--- config.mk ---
export PLATFORM = sky130hd
export DESIGN_NAME = demux_1ton_stream_flat
export DESIGN_NICKNAME = d
export VERILOG_FILES = /design/src/rtl/demux_1ton_stream_if.sv /design/src/rtl/demux_1ton_stream.sv /design/src/flat_wrapper.sv
export SDC_FILE = /design/constraint.sdc
export NUM_CORES = 1
export LEC_CHECK = 0
export CAP_MARGIN = 20
export CORE_MARGIN = 4
export CORE_UTILIZATION = 43
export CTS_CLUSTER_SIZE = 8
export DETAILED_ROUTE_END_ITERATION = 8
export GPL_ROUTABILITY_DRIVEN = 1
export PLACE_DENSITY = 0.73
export SYNTH_ARGS = -nofsm -noshare
export SYNTH_HDL_FRONTEND = slang
export SYNTH_SLANG_ARGS = --single-unit
--- constraint.sdc ---
create_clock -name clk -period 1.9 [get_ports clk]
set_input_delay 0.57 -clock clk [delete_from_list [all_inputs] [get_ports clk]]
set_output_delay 0.57 -clock clk [all_outputs]
set_load 0.02 [all_outputs]
--- src/rtl/demux_1ton_stream_if.sv ---
// Stream bundle for the 1-to-N packet demux: one producer-side input stream
// and N consumer-side output channels with packed data.
interface demux_1ton_stream_if #(
    parameter int WIDTH = 8,
    parameter int N     = 4
);
    localparam int SELW = $clog2(N);

    logic                 in_valid;
    logic                 in_ready;
    logic [WIDTH-1:0]     in_data;
    logic [SELW-1:0]      in_sel;
    logic                 in_last;
    logic [N-1:0]         out_valid;
    logic [N-1:0]         out_ready;
    logic [N*WIDTH-1:0]   out_data;
    logic [N-1:0]         out_last;

    // Demux side
    modport slave (
        input  in_valid, in_data, in_sel, in_last, out_ready,
        output in_ready, out_valid, out_data, out_last
    );

    // Producer and consumers side
    modport master (
        output in_valid, in_data, in_sel, in_last, out_ready,
        input  in_ready, out_valid, out_data, out_last
    );
endinterface

--- src/rtl/demux_1ton_stream.sv ---
// Packet-aware 1-to-N stream demux: channel chosen on a packet's first beat and
// held to its last beat; each channel has a one-entry output register.
module demux_1ton_stream #(
    parameter int WIDTH = 8,
    parameter int N     = 4
) (
    input  logic                 clk,
    input  logic                 rst,
    demux_1ton_stream_if.slave   s,
    output logic                 busy,
    output logic [15:0]          drop_cnt
);
    localparam int SELW = $clog2(N);
    localparam logic [SELW:0] N_W = (SELW+1)'(N);

    typedef enum logic {IDLE = 1'b0, BUSY = 1'b1} state_t;

    state_t               state_q, state_d;
    logic [SELW-1:0]      sel_q, sel_d;
    logic                 drop_q, drop_d;
    logic [15:0]          drop_cnt_q, drop_cnt_d;
    logic [N-1:0]         valid_q, valid_d;
    logic [N-1:0]         last_q, last_d;
    logic [N*WIDTH-1:0]   data_q, data_d;

    logic [SELW-1:0]      cur_sel;
    logic                 cur_drop;
    logic                 accept;
    wire  [N-1:0]         hit_w;
    wire  [N-1:0]         room_w;

    assign cur_sel  = (state_q == IDLE) ? s.in_sel : sel_q;
    assign cur_drop = (state_q == IDLE) ? ({1'b0, s.in_sel} >= N_W) : drop_q;

    // A channel can take a beat when empty or when it drains this same cycle.
    generate
        for (genvar gi = 0; gi < N; gi++) begin : g_chan
            assign hit_w[gi]  = ~cur_drop & (cur_sel == SELW'(gi));
            assign room_w[gi] = ~valid_q[gi] | s.out_ready[gi];
        end
    endgenerate

    assign s.in_ready = cur_drop | (|(hit_w & room_w));
    assign accept     = s.in_valid & s.in_ready;

    // FSM: state register
    always_ff @(posedge clk or posedge rst) begin
        if (rst) begin
            state_q <= IDLE;
        end else begin
            state_q <= state_d;
        end
    end

    // FSM: next state, advancing only on accepted beats
    always_comb begin
        state_d = state_q;
        if (accept) begin
            state_d = s.in_last ? IDLE : BUSY;
        end
    end

    // FSM: outputs
    always_comb begin
        busy = (state_q == BUSY);
    end

    // Datapath next-state
    always_comb begin
        sel_d      = sel_q;
        drop_d     = drop_q;
        drop_cnt_d = drop_cnt_q;
        valid_d    = valid_q & ~s.out_ready;
        last_d     = last_q;
        data_d     = data_q;

        if (accept && state_q == IDLE) begin
            sel_d  = s.in_sel;
            drop_d = cur_drop;
        end

        if (accept && cur_drop && drop_cnt_q != 16'hFFFF) begin
            drop_cnt_d = drop_cnt_q + 16'd1;
        end

        for (int k = 0; k < N; k++) begin
            if (accept && hit_w[k]) begin
                valid_d[k]                = 1'b1;
                last_d[k]                 = s.in_last;
                data_d[k*WIDTH +: WIDTH]  = s.in_data;
            end
        end
    end

    always_ff @(posedge clk or posedge rst) begin
        if (rst) begin
            sel_q      <= '0;
            drop_q     <= 1'b0;
            drop_cnt_q <= '0;
            valid_q    <= '0;
            last_q     <= '0;
            data_q     <= '0;
        end else begin
            sel_q      <= sel_d;
            drop_q     <= drop_d;
            drop_cnt_q <= drop_cnt_d;
            valid_q    <= valid_d;
            last_q     <= last_d;
            data_q     <= data_d;
        end
    end

    assign s.out_valid = valid_q;
    assign s.out_last  = last_q;
    assign s.out_data  = data_q;
    assign drop_cnt    = drop_cnt_q;
endmodule

--- src/flat_wrapper.sv ---
// flat-port wrapper written by rule: the top's interface ports become plain ports
module demux_1ton_stream_flat 
#(
    parameter int WIDTH = 8,
    parameter int N     = 4
)
  (clk, rst, busy, drop_cnt, s_in_valid, s_in_data, s_in_sel, s_in_last, s_out_ready, s_in_ready, s_out_valid, s_out_data, s_out_last);
  demux_1ton_stream_if #(.WIDTH(WIDTH), .N(N)) s_i ();
  input  logic clk;
  input  logic rst;
  output logic busy;
  output logic [15:0] drop_cnt;
  input wire logic [$bits(s_i.in_valid)-1:0] s_in_valid;
  input wire logic [$bits(s_i.in_data)-1:0] s_in_data;
  input wire logic [$bits(s_i.in_sel)-1:0] s_in_sel;
  input wire logic [$bits(s_i.in_last)-1:0] s_in_last;
  input wire logic [$bits(s_i.out_ready)-1:0] s_out_ready;
  output wire logic [$bits(s_i.in_ready)-1:0] s_in_ready;
  output wire logic [$bits(s_i.out_valid)-1:0] s_out_valid;
  output wire logic [$bits(s_i.out_data)-1:0] s_out_data;
  output wire logic [$bits(s_i.out_last)-1:0] s_out_last;
  assign s_i.in_valid = s_in_valid;
  assign s_i.in_data = s_in_data;
  assign s_i.in_sel = s_in_sel;
  assign s_i.in_last = s_in_last;
  assign s_i.out_ready = s_out_ready;
  assign s_in_ready = s_i.in_ready;
  assign s_out_valid = s_i.out_valid;
  assign s_out_data = s_i.out_data;
  assign s_out_last = s_i.out_last;
  demux_1ton_stream #(.WIDTH(WIDTH), .N(N)) u_core (.clk(clk), .rst(rst), .s(s_i), .busy(busy), .drop_cnt(drop_cnt));
endmodule
==> metrics.md, run 1 <==
| Metric | Value |
|---|---|
| Max FO, Critical Path | 5 |
| Final WL | 6870 um |
| IO Pins | 76 |
| H-tree levels | 3 |
| Count of warnings emitted by yosys | 0 |
| IO buf count | between 70 and 80 |
| Layout cells sized above 1 | approximately 38% |
| Placer Congestion | about 0.77 |
| Number of diodes | 0 |
| Core box area | about 6000 um2 |
| Prevailing post-synth register cell | dfrtp_1 |
| Nets@finish | about 340 |
| Starting Density | 44.3% |
| Simple-Gate Fraction of Synth Area | 11.2% |
| Total Die Area | 7460 um2 |
| Cell taking the most area after synthesis | dfrtp_1 |
| Worst Reg-to-Reg Cells | 8 |
| Min Tclk post-route | between 2 and 2.5 ns |
| Max Clock Freq | approximately 440 MHz |
| FF-to-FF Start | u_core.busy |
| Final ANT Viol Nets | 0 |
| Cells after synthesis | 195 |
| Worst min-delay path class | reg2reg |
| PwrDens | 1570 nW/um2 |
| CTS Buf Count | 9 |
| Post-synth top cells | dfrtp_1, mux2_2, nand2_1 |
| Worst path required time | ~1.3 ns |
| Count leader, synth | dfrtp_1 |
| Global route overflow | 0 |
| Sink Count | 60 |
| CP Class | reg2out |
| Vias | about 2000 |
| Post-synthesis adder-cell area fraction | less than 1% |
| Largest net degree at the start of global routing | 25 |
| Worst-skew pair later-pin latency | 0.34 ns |
| Yosys reg bits | 60 |
| Final Hold Fails | 0 |
| First-pass DRT Iterations | 4 |
| Worst Setup EP | s_in_ready |
| Clock root buffer | clkbuf_8 |
| Crit-path slowest cell | dfrtp_2 |
| Fill count | roughly 420 |
| Unrepaired setup endpoints after global routing | true |
| Area delta synth->final | 57.7% |
| Initial antenna violation count | 0 |
| Yosys cell types | 38 |
| Die width | ~86 um |
| TritonCTS clock tree | yes |
| Max-slew headroom | 74.2% |
| Synth Area in Compound Gates | between 7 and 8% |
| Slew Limit Fails | 0 |
| Worst-margin pin slew | around 0.38 ns |
| CP startpoint | u_core.busy |
| Worst Path Arrival | around 1.7 ns |
| Top cells by area, synth | dfrtp_1, mux2_2, mux2_4, xnor2_1, xor2_1 |
| Max-Cap Viols | 0 |
| Synthesized net count | ~210 |
| Global Route Usage Sum | between 10% and 20% |
| Worst path max stage delay | ~0.41 ns |
| Critical Path, Cell by Cell | mux2i_2 -> mux2i_2 -> a21oi_2 -> or2_4 -> buf_6 |
| Fin Setup TNS | -1.68 ns |
| Violated checks | setup timing |
| Clk_skew | ~0.012 ns |
| Clock transition at path regs | ~0.070 ns |
| DRC viols | 0 |
| Register area share after synthesis | 56.9% |
| Most used cell, CP | mux2i_2 |
| Fin crit share | 121% |
| Die Y | 86.4 um |
| Mapped Area | roughly 2600 um2 |
| FP Rows | 28 |
| Clock Tree Buf Depth | 2 |
| Endpoints failing setup | 20 |
| EDFF count, synth | 0 |
| Leakage | about 2.2 nW |
| Ys async rst share | 100% |
| Type of destination of the critical path | output port |
| Avg WL per Cell | approximately 17 um |
| Setup WS pre-CTS | -1.06 ns |
| Initial DRC Count | 76 |
| Setup crit start kind | flip-flop |
| Xor/xnor share of the synthesized area | between 3 and 4% |
| Final WS setup | -0.391 ns |
| Largest family of logic cells by synthesized area | multiplexers |
| VDD IR-drop max | around 1000 uV |
| Routed vias/inst | a little over 5 |
| Multiplexer area fraction after synthesis | between 15 and 20% |
| Dpl hpwl | about 4500 um |
| Vias in the first global route | ~2200 |
| Synth Area per Inst | roughly 14 um2 |
| Outcome | complete, but fails checks |
| R2R setup slack | -0.14 ns |
| First-pass GRT wire length | around 11000 um |
| Share of the synthesized area in the top cell type | between 50% and 60% |
| Reg2reg end | u_core.s.out_data[25] |
[repair_timing]
item	in CTS	in global routing
cloned	1	0
buffers inserted	1	0
hold buffers	0	0
pin swaps	1	0
gates resized for setup	63	27
setup endpoints to repair	69	53
[power by group]
group          leakage (nW)  internal (mW)  switching [mW]
Sequential            0.753           1.74           0.309
Clock                 0.110          0.747           0.543
Combinational          1.36           1.70            1.49
Total                  2.23           4.19            2.34
[worst min path at each step]
| stage | from | end | slack (ns) | depth (start not counted) |
|---|---|---|---|---|
| after floorplan | u_core.sel_q[1] | u_core.sel_q[1] | 0.53 | 1 |
| after detailed placement | u_core.drop_cnt[15] | u_core.drop_cnt[15] | 0.49 | 1 |
| final | u_core.drop_cnt[11] | u_core.drop_cnt[11] | 0.49 | 1 |
| after global placement | u_core.s.out_data[19] | u_core.s.out_data[19] | 0.49 | 1 |
| after global routing | rst | u_core.s.out_data[8] | 0.51 | 2 |
| after CTS | rst | u_core.s.out_data[8] | 0.50 | 2 |
[flip-flops by register name (all words and copies together) (netlist names)]
| register | flops |
|---|---|
| u_core.s.out_last | 4 |
| u_core.busy | 1 |
| u_core.sel_q | 2 |
| u_core.s.out_data | 32 |
| u_core.drop_cnt | 16 |
| u_core.s.out_valid | 4 |
| u_core.drop_q | 1 |
[final cells by class]
class	count	area [um2]	area share, %
sequential	60	1500	36.1
multi-input combinational	129	1200	28.8
timing repair buffer	113	1130	27.1
clock buffer	9	124	2.97
clock inverter	7	98.8	2.37
tap	75	93.8	2.25
inverter	3	15.0	0.361
[cells by family after synthesis]
group	count (synthesis)
buffers and inverters	6
multiplexers	40
AO/OA/AOI/OAI	22
adder cells (fa/ha/maj)	1
AND/OR/NAND/NOR	54
flip-flops	60
XOR/XNOR	12
[layout by cell type, fill, tap and decap left out, types with 2 or more instances in the layout]
cell	n
xor2_1	5
o21ai_4	2
clkbuf_8	9
a31oi_1	3
dfrtp_1	59
mux2_2	27
nand2b_4	4
nor2b_4	2
dlygate4sd2_1	34
buf_4	32
buf_6	2
or2_2	2
nand2_1	10
inv_1	2
xnor2_1	7
a21oi_1	5
mux2_4	10
clkdlybuf4s50_1	15
bufinv_16	2
inv_6	2
nand4_1	5
and2_1	2
nor3_2	3
nor2_1	6
nand3_1	5
and3_1	4
clkinvlp_4	2
mux2i_2	2
nand2b_1	2
dlymetal6s2s_1	24
and2b_1	2
buf_12	4
[metrics by stage]
step / power (mW) / util, % / cell area, um2 / instances / hold WS, ns
3_5_place_dp: 5.13 / 63.7 / 3790 / 378 / 0.491
4_1_cts: 6.56 / 68.8 / 4100 / 396 / 0.497
6_report: 6.53 / 69.9 / 4160 / 396 / 0.492
5_1_grt: 6.85 / 69.9 / 4160 / 396 / 0.508
2_1_floorplan: 3.63 / - / 2650 / 195 / 0.526
3_3_place_gp: 5.04 / 63.7 / 3790 / 378 / 0.488
[critical path, delay by kind of cell (launching register included)]
kind	cells	cell delay, ns
AO/OA/AOI/OAI	1	0.06
AND/OR/NAND/NOR	1	0.23
multiplexers	2	0.56
flip-flops	1	0.41
buffers and inverters	1	0.13
[routing by layer]
layer	track usage, %	part of all wire (%)	up-vias	routed length (um)
li1	-	-	945	-
met4	9.07	2.4	0	168
met1	24.6	44	1001	3020
met5	0	0	-	0
met2	29.9	48	70	3320
met3	4.47	5.2	16	358
(Power assumes the default switching activity.)
==> inputs of run 2 (changes only) <==
- CORE_UTILIZATION: 43 -> 55
- DONT_BUFFER_PORTS: not set -> 1
- GPL_TIMING_DRIVEN: not set -> 0
- PLACE_DENSITY: 0.73 -> 0.7
==> run 2 against run 1 <==
- the run still ends with setup timing left
- sequential cell count unchanged
- sequential power grew 30%
- routed wire length shrank 12%
- clock power fell by 11%
- die area decreased by 20%
- sequential share of layout area rose by 9.8 points
- maximum frequency is 2.6% lower
- global-route usage grew 2.4 points
- worst hold slack got worse by 0.36 ns
- setup slack worse by 0.062 ns
- final cell count is 29% lower
- largest power group is now registers
==> metrics.md, run 2 (synthesis gave the netlist of run 1 again) <==
| Metric | Value |
|---|---|
| Cell area after layout | 3280 um2 (-21%) |
| Max FO, Critical Path | 4 (-1) |
| Clock root buffer | clkbuf_8 |
| Largest net degree at the start of global routing | 40 (+60%) |
| Core box area | 4500 um2 (-24%) |
| Fill count | 302 (-28%) |
| NetSw | 2.13 mW (-9.1%) |
| Unrepaired setup endpoints after global routing | true |
| First-pass DRT Iterations | 4 (unchanged) |
| Clock share of power | 20.6% (+0.9 points) |
| Placement Cell Area | 2740 um2 (-28%) |
| Type of destination of the critical path | output port |
| VDD IR-drop max | 947 uV (-9.6%) |
| Global Route Usage Sum | 21.3% (+2.4 points) |
| Leakage | 1.54 nW (-31%) |
| Worst-margin pin slew | 0.497 ns (+0.112 ns) |
| Sink Count | 60 (unchanged) |
| R2R setup slack | -0.34 ns (-0.20 ns) |
| Final WS setup | -0.452 ns (-0.0615 ns) |
| Largest delay contributor family on the critical path | multiplexers |
| H-tree levels | 3 (unchanged) |
| Flop pwr share | 47.8% (+16 points) |
| Clock Tree Buf Depth | 2 (unchanged) |
| Setup crit start kind | flip-flop |
| Multi-input logic area | 1250 um2 (+4.4%) |
| Vias | 1720 (-15%) |
| Violated checks | setup timing |
| Outcome | complete, but fails checks |
| Largest register FFs | 32 (unchanged) |
| Endpoints failing setup | 36 (+80%) |
| Hold_buf cts | 0 (unchanged) |
| Final Non-Filler Cells | 282 (-29%) |
| Area delta synth->final | 24.2% |
| Leading cell type in the layout, fill and taps excluded | dfrtp_1 |
| FP Rows | 24 (-14%) |
| Die width | 77.3 um (-11%) |
| Max-Cap Viols | 0 (unchanged) |
| IO buf count | 0 (-100%) |
| Number of diodes | 0 (unchanged) |
| Initial antenna violation count | 0 (unchanged) |
| Fin crit share | 124% (+3.2 points) |
| Worst Path Arrival | 1.78 ns (+0.06 ns) |
| Critical Path, Cell by Cell | buf_6 -> mux2i_4 -> mux2i_1 -> a21oi_2 -> or2_4 |
| Max-slew headroom | 66.8% (-7.4 points) |
| Avg WL per Cell | 21.4 um (+24%) |
| Placer Congestion | 0.794 (+3.5%) |
| Nets@finish | 245 (-27%) |
| Slew Limit Fails | 0 (unchanged) |
| TritonCTS clock tree | yes |
| Int Pwr | 3.46 mW (-17%) |
| Global route overflow | 0 (unchanged) |
| Min Tclk post-route | 2.35 ns (+0.0615 ns) |
| Worst path required time | 1.33 ns (about the same) |
| CTS Buf Count | 9 (unchanged) |
| Combinational share of power | 31.6% (-17 points) |
| Worst min-delay path class | in2async |
| Starting Density | 58.6% (+14 points) |
| Placed Cells | 248 (-34%) |
| Crit-path slowest cell | dfrtp_2 |
| PwrDens | 1710 nW/um2 (+8.7%) |
| Worst-skew pair later-pin latency | 0.33 ns (about the same) |
| FF-to-FF Start | u_core.busy |
| Final WL | 6050 um (-12%) |
| Most frequent cells in the layout | dfrtp_1, mux2_2, mux2_4 |
| Reg2reg end | u_core.s.out_data[29] |
| Vias in the first global route | 1852 (-14%) |
| Routed vias/inst | 6.10 (+19%) |
| Pwr Total | 5.59 mW (-14%) |
| Clock transition at path regs | 0.07 ns (about the same) |
| Sw Share | 38.1% (+2.3 points) |
| Register area | 1510 um2 (+0.17%) |
| DRC viols | 0 (unchanged) |
| Worst path max stage delay | 0.47 ns (+0.06 ns) |
| CP bufs+invs | 1 (unchanged) |
| Final Hold Fails | 0 (unchanged) |
| CP Class | reg2out |
| Worst Reg-to-Reg Cells | 9 (+1) |
| Layout cells sized above 1 | 45.7% (+8.0 points) |
| Clk_skew | 0.00710 ns (-0.00497 ns) |
| Die Y | 77.3 um (-11%) |
| Final ANT Viol Nets | 0 (unchanged) |
| First-pass GRT wire length | 9830 um (-9.4%) |
| Total Die Area | 5970 um2 (-20%) |
| IO Pins | 76 (unchanged) |
| Max Clock Freq | 425 MHz (-2.6%) |
| Initial DRC Count | 73 (-3.9%) |
| Dpl hpwl | 3910 um (-13%) |
-- run 2: repair_timing --
item,4_1_cts,5_1_grt
setup buffers,12,6
endpoints found under the setup margin,35,49
resized for setup,35,9
pin swaps,8,7
gates cloned,1,0
-- run 2: worst max path at each step --
stage / start / to / slack [ns] / cells after the start
CTS: u_core.busy / s_in_ready / -0.43 / 5
floorplan: u_core.busy / s_in_ready / -0.13 / 5
global route: u_core.busy / s_in_ready / -0.50 / 5
finish: u_core.busy / s_in_ready / -0.45 / 5
global placement: u_core.busy / s_in_ready / -0.27 / 5
detailed placement: u_core.busy / s_in_ready / -0.25 / 5
-- run 2: layer usage --
metal	wire length (um)	vias to the layer above	part of all wire [%]	global-route usage, %
met1	2300	878	38	24.8
met3	503	10	8.3	8.78
li1	-	756	-	-
met2	3140	76	52	35.2
met5	0	-	0	0
met4	99	0	1.6	8.01
-- run 2: metrics by stage --
stage / util [%] / worst slack, ns / setup TNS [ns] / hold slack, ns
finish: 72.8 / -0.452 / -7.90 / 0.137
global route: 72.8 / -0.497 / -9.77 / 0.169
CTS: 70.9 / -0.432 / -5.34 / 0.141
detailed placement: 60.8 / -0.253 / -4.74 / 0.494
global placement: 60.4 / -0.268 / -3.68 / 0.555
floorplan: - / -0.126 / -0.126 / 0.526
-- run 2: area by class of cell --
type                            count  share of cell area (%)
Clock inverter                      4                    1.49
Clock buffer                       11                    4.62
Tap cell                           52                    1.98
Timing Repair Buffer               20                    6.30
Multi-Input combinational cell    129                    38.2
Inverter                            3                   0.458
Buffer                              3                    1.03
Sequential cell                    60                    45.9
-- run 2: power by group through the flow --
stage | clock (mW) | sequential (mW) | combinational, mW
final | 1.15 | 2.67 | 1.77
after global routing | 1.23 | 2.72 | 1.88
after floorplan | 0 | 2.54 | 1.09
after CTS | 1.17 | 2.67 | 1.70
after global placement | 0 | 2.66 | 1.20
after detailed placement | 0 | 2.68 | 1.27
